--- src/rtl/heat_column_sweep_ctrl.sv ---
// Per-column sweep controller for the heat-equation stencil: streams one column's M10K rows,
// builds the up/center/down window with left/right neighbours, and writes interior results back.
module heat_column_sweep_ctrl #(
  parameter int unsigned ROWS = 32,
  parameter int unsigned AW   = 8,
  parameter int unsigned DW   = 32
) (
  input  logic          clk,
  input  logic          reset_n,
  input  logic          start,
  input  logic [15:0]   num_steps,
  input  logic [DW-1:0] alpha_delta,
  output logic          busy,
  output logic          done,
  output logic [15:0]   step_count,
  output logic [AW-1:0] rd_addr,
  input  logic [DW-1:0] q_center,
  input  logic [DW-1:0] q_left,
  input  logic [DW-1:0] q_right,
  output logic [AW-1:0] wr_addr,
  output logic          we,
  output logic [DW-1:0] wr_data,
  output logic [DW-1:0] node_up,
  output logic [DW-1:0] node_center,
  output logic [DW-1:0] node_down,
  output logic [DW-1:0] node_left,
  output logic [DW-1:0] node_right,
  output logic [DW-1:0] mult_alpha_delta,
  input  logic [DW-1:0] new_center
);

  localparam int unsigned CW = $clog2(ROWS + 1);
  localparam int unsigned SW = 16;
  localparam logic [CW-1:0] LAST_C   = CW'(ROWS - 1);
  localparam logic [CW-1:0] FLUSH_C  = CW'(ROWS);
  localparam logic [CW-1:0] FIRST_WR = CW'(3);

  typedef enum logic [1:0] {S_IDLE, S_SWEEP, S_FLUSH, S_DONE} state_t;

  state_t        state_q, state_d;
  logic [CW-1:0] c_q, c_d;
  logic [SW-1:0] num_steps_q, num_steps_d;
  logic [SW-1:0] step_count_q, step_count_d;
  logic [DW-1:0] alpha_q, alpha_d;
  logic          busy_q, busy_d;
  logic          done_q, done_d;
  logic          we_q, we_d;
  logic [AW-1:0] rd_addr_q, rd_addr_d;
  logic [AW-1:0] wr_addr_q, wr_addr_d;
  logic [DW-1:0] node_center_q, node_center_d;
  logic [DW-1:0] node_up_q, node_up_d;
  logic [DW-1:0] node_left_q, node_left_d;
  logic [DW-1:0] node_right_q, node_right_d;

  // Sequencing plus registered outputs decoded from the next state, so they align with c.
  always_comb begin
    state_d      = state_q;
    c_d          = c_q;
    num_steps_d  = num_steps_q;
    alpha_d      = alpha_q;
    step_count_d = step_count_q;

    case (state_q)
      S_IDLE: begin
        if (start) begin
          num_steps_d  = num_steps;
          alpha_d      = alpha_delta;
          step_count_d = '0;
          c_d          = '0;
          state_d      = (num_steps == '0) ? S_DONE : S_SWEEP;
        end
      end
      S_SWEEP: begin
        if (c_q == LAST_C) begin
          c_d     = FLUSH_C;
          state_d = S_FLUSH;
        end else begin
          c_d = c_q + CW'(1);
        end
      end
      S_FLUSH: begin
        step_count_d = step_count_q + SW'(1);
        c_d          = '0;
        state_d      = (step_count_d == num_steps_q) ? S_DONE : S_SWEEP;
      end
      S_DONE: begin
        state_d = S_IDLE;
      end
      default: begin
        state_d = S_IDLE;
      end
    endcase

    busy_d = (state_d == S_SWEEP) || (state_d == S_FLUSH);
    done_d = (state_d == S_DONE);

    // Address holds through FLUSH so a 256-row column never aliases back to row 0 early.
    rd_addr_d = '0;
    if (state_d == S_SWEEP)      rd_addr_d = AW'(c_d);
    else if (state_d == S_FLUSH) rd_addr_d = rd_addr_q;

    // Interior row c-2 is written in cycles 3..ROWS; boundary rows are never touched.
    we_d      = busy_d && (c_d >= FIRST_WR) && (c_d <= FLUSH_C);
    wr_addr_d = we_d ? AW'(c_d - CW'(2)) : wr_addr_q;

    node_center_d = q_center;
    node_up_d     = node_center_q;
    node_left_d   = q_left;
    node_right_d  = q_right;
  end

  always_ff @(posedge clk) begin
    if (!reset_n) begin
      state_q       <= S_IDLE;
      c_q           <= '0;
      num_steps_q   <= '0;
      alpha_q       <= '0;
      step_count_q  <= '0;
      busy_q        <= 1'b0;
      done_q        <= 1'b0;
      we_q          <= 1'b0;
      rd_addr_q     <= '0;
      wr_addr_q     <= '0;
      node_center_q <= '0;
      node_up_q     <= '0;
      node_left_q   <= '0;
      node_right_q  <= '0;
    end else begin
      state_q       <= state_d;
      c_q           <= c_d;
      num_steps_q   <= num_steps_d;
      alpha_q       <= alpha_d;
      step_count_q  <= step_count_d;
      busy_q        <= busy_d;
      done_q        <= done_d;
      we_q          <= we_d;
      rd_addr_q     <= rd_addr_d;
      wr_addr_q     <= wr_addr_d;
      node_center_q <= node_center_d;
      node_up_q     <= node_up_d;
      node_left_q   <= node_left_d;
      node_right_q  <= node_right_d;
    end
  end

  assign busy             = busy_q;
  assign done             = done_q;
  assign step_count       = step_count_q;
  assign rd_addr          = rd_addr_q;
  assign wr_addr          = wr_addr_q;
  assign we               = we_q;
  assign wr_data          = new_center;
  assign node_up          = node_up_q;
  assign node_center      = node_center_q;
  assign node_down        = q_center;
  assign node_left        = node_left_q;
  assign node_right       = node_right_q;
  assign mult_alpha_delta = alpha_q;

endmodule

--- config.mk ---
export PLATFORM = sky130hd
export DESIGN_NAME = heat_column_sweep_ctrl
export DESIGN_NICKNAME = d
export VERILOG_FILES = /design/src/rtl/heat_column_sweep_ctrl.sv
export SDC_FILE = /design/constraint.sdc
export NUM_CORES = 1
export LEC_CHECK = 0
export CAP_MARGIN = 20
export CORE_AREA = 2 2 173 175
export DETAILED_ROUTE_END_ITERATION = 10
export DIE_AREA = 0 0 175 177
export DONT_BUFFER_PORTS = 1
export SLEW_MARGIN = 40
export SYNTH_ARGS = -nofsm -noshare
export SYNTH_HDL_FRONTEND = slang
export SYNTH_SLANG_ARGS = --single-unit
--- constraint.sdc ---
create_clock -name clk -period 3.6 [get_ports clk]
set_clock_uncertainty 0.1 [all_clocks]
set_input_delay 0.54 -clock clk [delete_from_list [all_inputs] [get_ports clk]]
set_output_delay 0.54 -clock clk [all_outputs]
set_load 0.1 [all_outputs]
==> impl_metrics.py <==
metrics = {
    "route": {
        "viasPerCell": 4.66,
        "drc": 0,
        "vias": 5777,
        "drt_iter0_markers": 194,
        "wl_per_cell_um": 17.5,
        "ant_nets": 0,
        "first_pass_iters": 5,
        "totalWireLength_mm": 21.7,
    },
    "logic_synthesis": {
        "synth_top_area_share_pct": 53.5,
        "yosysTopAreaCell": "dfxtp_1",
        "synth_area_um2": 8080,
        "yosysMostFrequentCell": "dfxtp_1",
        "ys_ff_latch": 216,
        "async_reset_ff_share_pct": 0,
        "ys_top_cells_by_count": "dfxtp_1, and2_1, nand2_1, a21oi_1, buf_4",
        "synthMuxAreaShare_pct": 0.883,
        "synth_top_family_by_area": "simple AND/OR/NAND/NOR gates",
        "synthTopCellsByArea": "dfxtp_1, and2_1, buf_4",
        "syn_inst": 873,
        "ys.flop_type": "dfxtp_1",
        "ys_seq_area_share_pct": 53.5,
        "synth_compound_area_share_pct": 9.39,
        "yosys_warnings": 0,
        "synth_xor_area_share_pct": 1.84,
        "synthSimpleGateAreaFrac_pct": 24.4,
        "synth_cell_types": 58,
        "synth_edf_count": 0,
        "synthAdderAreaFrac_pct": 0.929,
        "synth_area_per_cell_um2": 9.25,
    },
    "cts": {
        "h-tree-depth": 1,
        "clockBufferDepth": 3,
        "clkTransAtPathRegs_ps": 60,
        "cts_tree": "built",
        "clk-insertion-delay-late_ps": 530,
        "cts.sinks": 216,
        "cts_root_buf": "clkbuf_16",
        "cts_buffers": 26,
    },
    "worst_setup_path": {
        "startpoint_type": "flip-flop",
        "cp_data_required_time_ps": 3920,
        "arrival_ps": 3550,
        "reg2reg_slack_ps": 370,
        "cp-end-kind": "flip-flop",
        "regToRegStartpoint": "step_count[1]",
        "worstSetupPathType": "reg -> reg",
        "ff2ff_path_depth": 11,
        "r2r_end": "wr_addr[6]",
        "crit_fanout": 7,
    },
    "placed_design": {
        "dp_hpwl_mm": 15.9,
        "gp_congestion": 0.856,
        "io_buffers": 0,
        "dp_slack_ps": 293,
    },
    "sta": {
        "post-route-period-util_pct": 89.8,
        "finalSetupViolCount": 0,
        "finalMaxSlewViolations": 0,
        "fmax_ghz": 0.309,
        "timing.hold.ws_ps": 34.0,
        "fin_tns_setup_ps": 0,
        "fin_ws_ps": 369,
        "tightestPinTransition_ps": 802,
        "fin_crit_ps": 3230,
        "hold_viol_final": 0,
        "maxSlewHeadroom_pct": 46.5,
        "rsz0062_at_grt": "false",
    },
    "worst_hold_path": {
        "hold_end": "node_center[30]",
        "whs_path_depth": 1,
        "hold_path.class": "in -> reg",
        "min_from": "q_center[30]",
    },
    "pwr": {
        "ir_drop_mv": 0.325,
        "p_leak_nw": 3.65,
        "power.density_nw_per_um2": 652,
    },
    "global_routing": {
        "met3_usage_pct": 3.78,
        "antenna_found_initial": 6,
        "grt_pass1_vias": 5476,
        "grt_pass1_wl_mm": 31.7,
        "met2_usage_pct": 23.3,
        "top_usage_layer": "met2",
        "grt_max_degree": 142,
        "grt_use_total_pct": 13.0,
        "grt.overflow.total": 0,
        "use_met1_pct": 14.4,
    },
    "status": {
        "outcome": "completed",
    },
    "floorplanning": {
        "fp.dieH_um": 177,
        "start_util_pct": 27.6,
        "ios": 438,
        "dieArea_um2": 31000,
        "die_x_um": 175,
        "rows": 63,
        "core-area_um2": 29200,
    },
    "job": {
        "maxCapViolCount": 0,
    },
    "finish": {
        "num_antenna_cells": 0,
        "fin_nets": 1019,
        "syn_to_final_growth_pct": 16.7,
        "drive_above_1_share_pct": 30.8,
    },
}
-- layout make-up --
| class | instances | area, um2 |
|---|---|---|
| tap | 390 | 488 |
| sequential | 216 | 4560 |
| fill | 3000 | 19800 |
| clock inverter | 12 | 146 |
| inverter | 9 | 35.0 |
| clock buffer | 33 | 727 |
| timing repair buffer | 47 | 425 |
| multi-input combinational | 534 | 3040 |
-- critical path, stage by stage (launching register included) --
cell and delay [ps]:
dfxtp_2 360, ha_2 290, xor2_1 140, a2111oi_0 340, o311ai_0 270, nor4_1 330, nand4_1 200, nand2_1 140
ha_1 280, nor3_2 270, a32oi_4 150, and3_1 260
-- cell usage in the layout (no fill, tap or decap), types with 3 or more instances in the layout --
| cell type | synthesis | routed |
|---|---|---|
| clkbuf_8 | 0 | 5 |
| dlygate4sd3_1 | 0 | 24 |
| nand2_1 | 131 | 131 |
| inv_6 | 0 | 4 |
| o21ai_0 | 11 | 11 |
| a22oi_1 | 8 | 8 |
| nand4_1 | 9 | 9 |
| nor4_1 | 11 | 11 |
| dfxtp_1 | 216 | 30 |
| inv_1 | 8 | 8 |
| and4_1 | 7 | 7 |
| clkbuf_16 | 0 | 26 |
| xnor2_1 | 12 | 12 |
| a211oi_1 | 3 | 3 |
| nor2_1 | 34 | 34 |
| dfxtp_2 | 0 | 185 |
| mux2i_1 | 6 | 6 |
| a21oi_1 | 71 | 71 |
| buf_4 | 68 | 22 |
| nand2b_1 | 4 | 4 |
| nand4b_1 | 3 | 3 |
| and3_1 | 9 | 9 |
| nor3b_1 | 3 | 3 |
| xor2_1 | 5 | 5 |
| and2_1 | 132 | 131 |
| nor2b_1 | 8 | 8 |
| a31oi_1 | 4 | 4 |
| nor3_1 | 11 | 10 |
| o211ai_1 | 3 | 3 |
| or3_1 | 3 | 3 |
| ha_1 | 6 | 5 |
| clkinvlp_4 | 0 | 4 |
| nand3_1 | 8 | 8 |
-- cells by family (layout without fill, tap and decap cells) --
group / after synthesis / count (layout)
AO/OA/AOI/OAI: 123 / 123
XOR/XNOR: 17 / 17
adder cells (fa/ha/maj): 6 / 6
buffers and inverters: 124 / 101
flip-flops: 216 / 216
multiplexers: 7 / 7
other: 1 / 2
AND/OR/NAND/NOR: 379 / 379
-- per-layer routing --
layer / vias up / wire [um]
met5: - / 18
met4: 2 / 904
met3: 65 / 1950
met2: 323 / 10800
met1: 2639 / 8050
li1: 2748 / -
-- worst max-delay path by stage --
stage	slack [ps]	start	end
after global placement	310	step_count[0]	wr_addr[6]
final	370	step_count[1]	wr_addr[6]
after CTS	270	step_count[1]	wr_addr[6]
after detailed placement	290	step_count[1]	wr_addr[6]
after floorplan	40	step_count[11]	wr_addr[6]
after global routing	30	step_count[1]	wr_addr[6]
-- timing repair --
action,4_1_cts,5_1_grt
resized for setup,0,2
buffers inserted,0,0
hold endpoints to repair,23,0
hold buffers,24,0
endpoints found under the setup margin,0,7
-- metrics by stage --
| stage | cells | utilization, % | instance area (um2) | power [W] |
|---|---|---|---|---|
| 2_1_floorplan | 874 | - | 8090 | 0.00382 |
| 3_3_place_gp | 1172 | 27.6 | 8080 | 0.00353 |
| 3_5_place_dp | 1172 | 28.4 | 8300 | 0.00357 |
| 4_1_cts | 1241 | 32.2 | 9420 | 0.00624 |
| 5_1_grt | 1241 | 32.2 | 9430 | 0.00637 |
| 6_report | 1241 | 32.2 | 9430 | 0.00614 |
-- state kept, by name, indices dropped and copies added (netlist names) --
name / flops
node_left: 32
done: 1
rd_addr: 6
num_steps_q: 16
node_up: 32
busy: 1
step_count: 16
state_q: 2
wr_addr: 7
mult_alpha_delta: 32
node_right: 32
we: 1
c_q: 6
node_center: 32
-- where the power goes --
group	internal, W	switching (W)	total (W)	leakage, nW
combinational	0.000107	0.000135	0.000241	1.39
sequential	0.00252	0.000765	0.00329	1.84
clock	0.00158	0.00104	0.00262	0.416
Power figures use the tool's default switching activity.
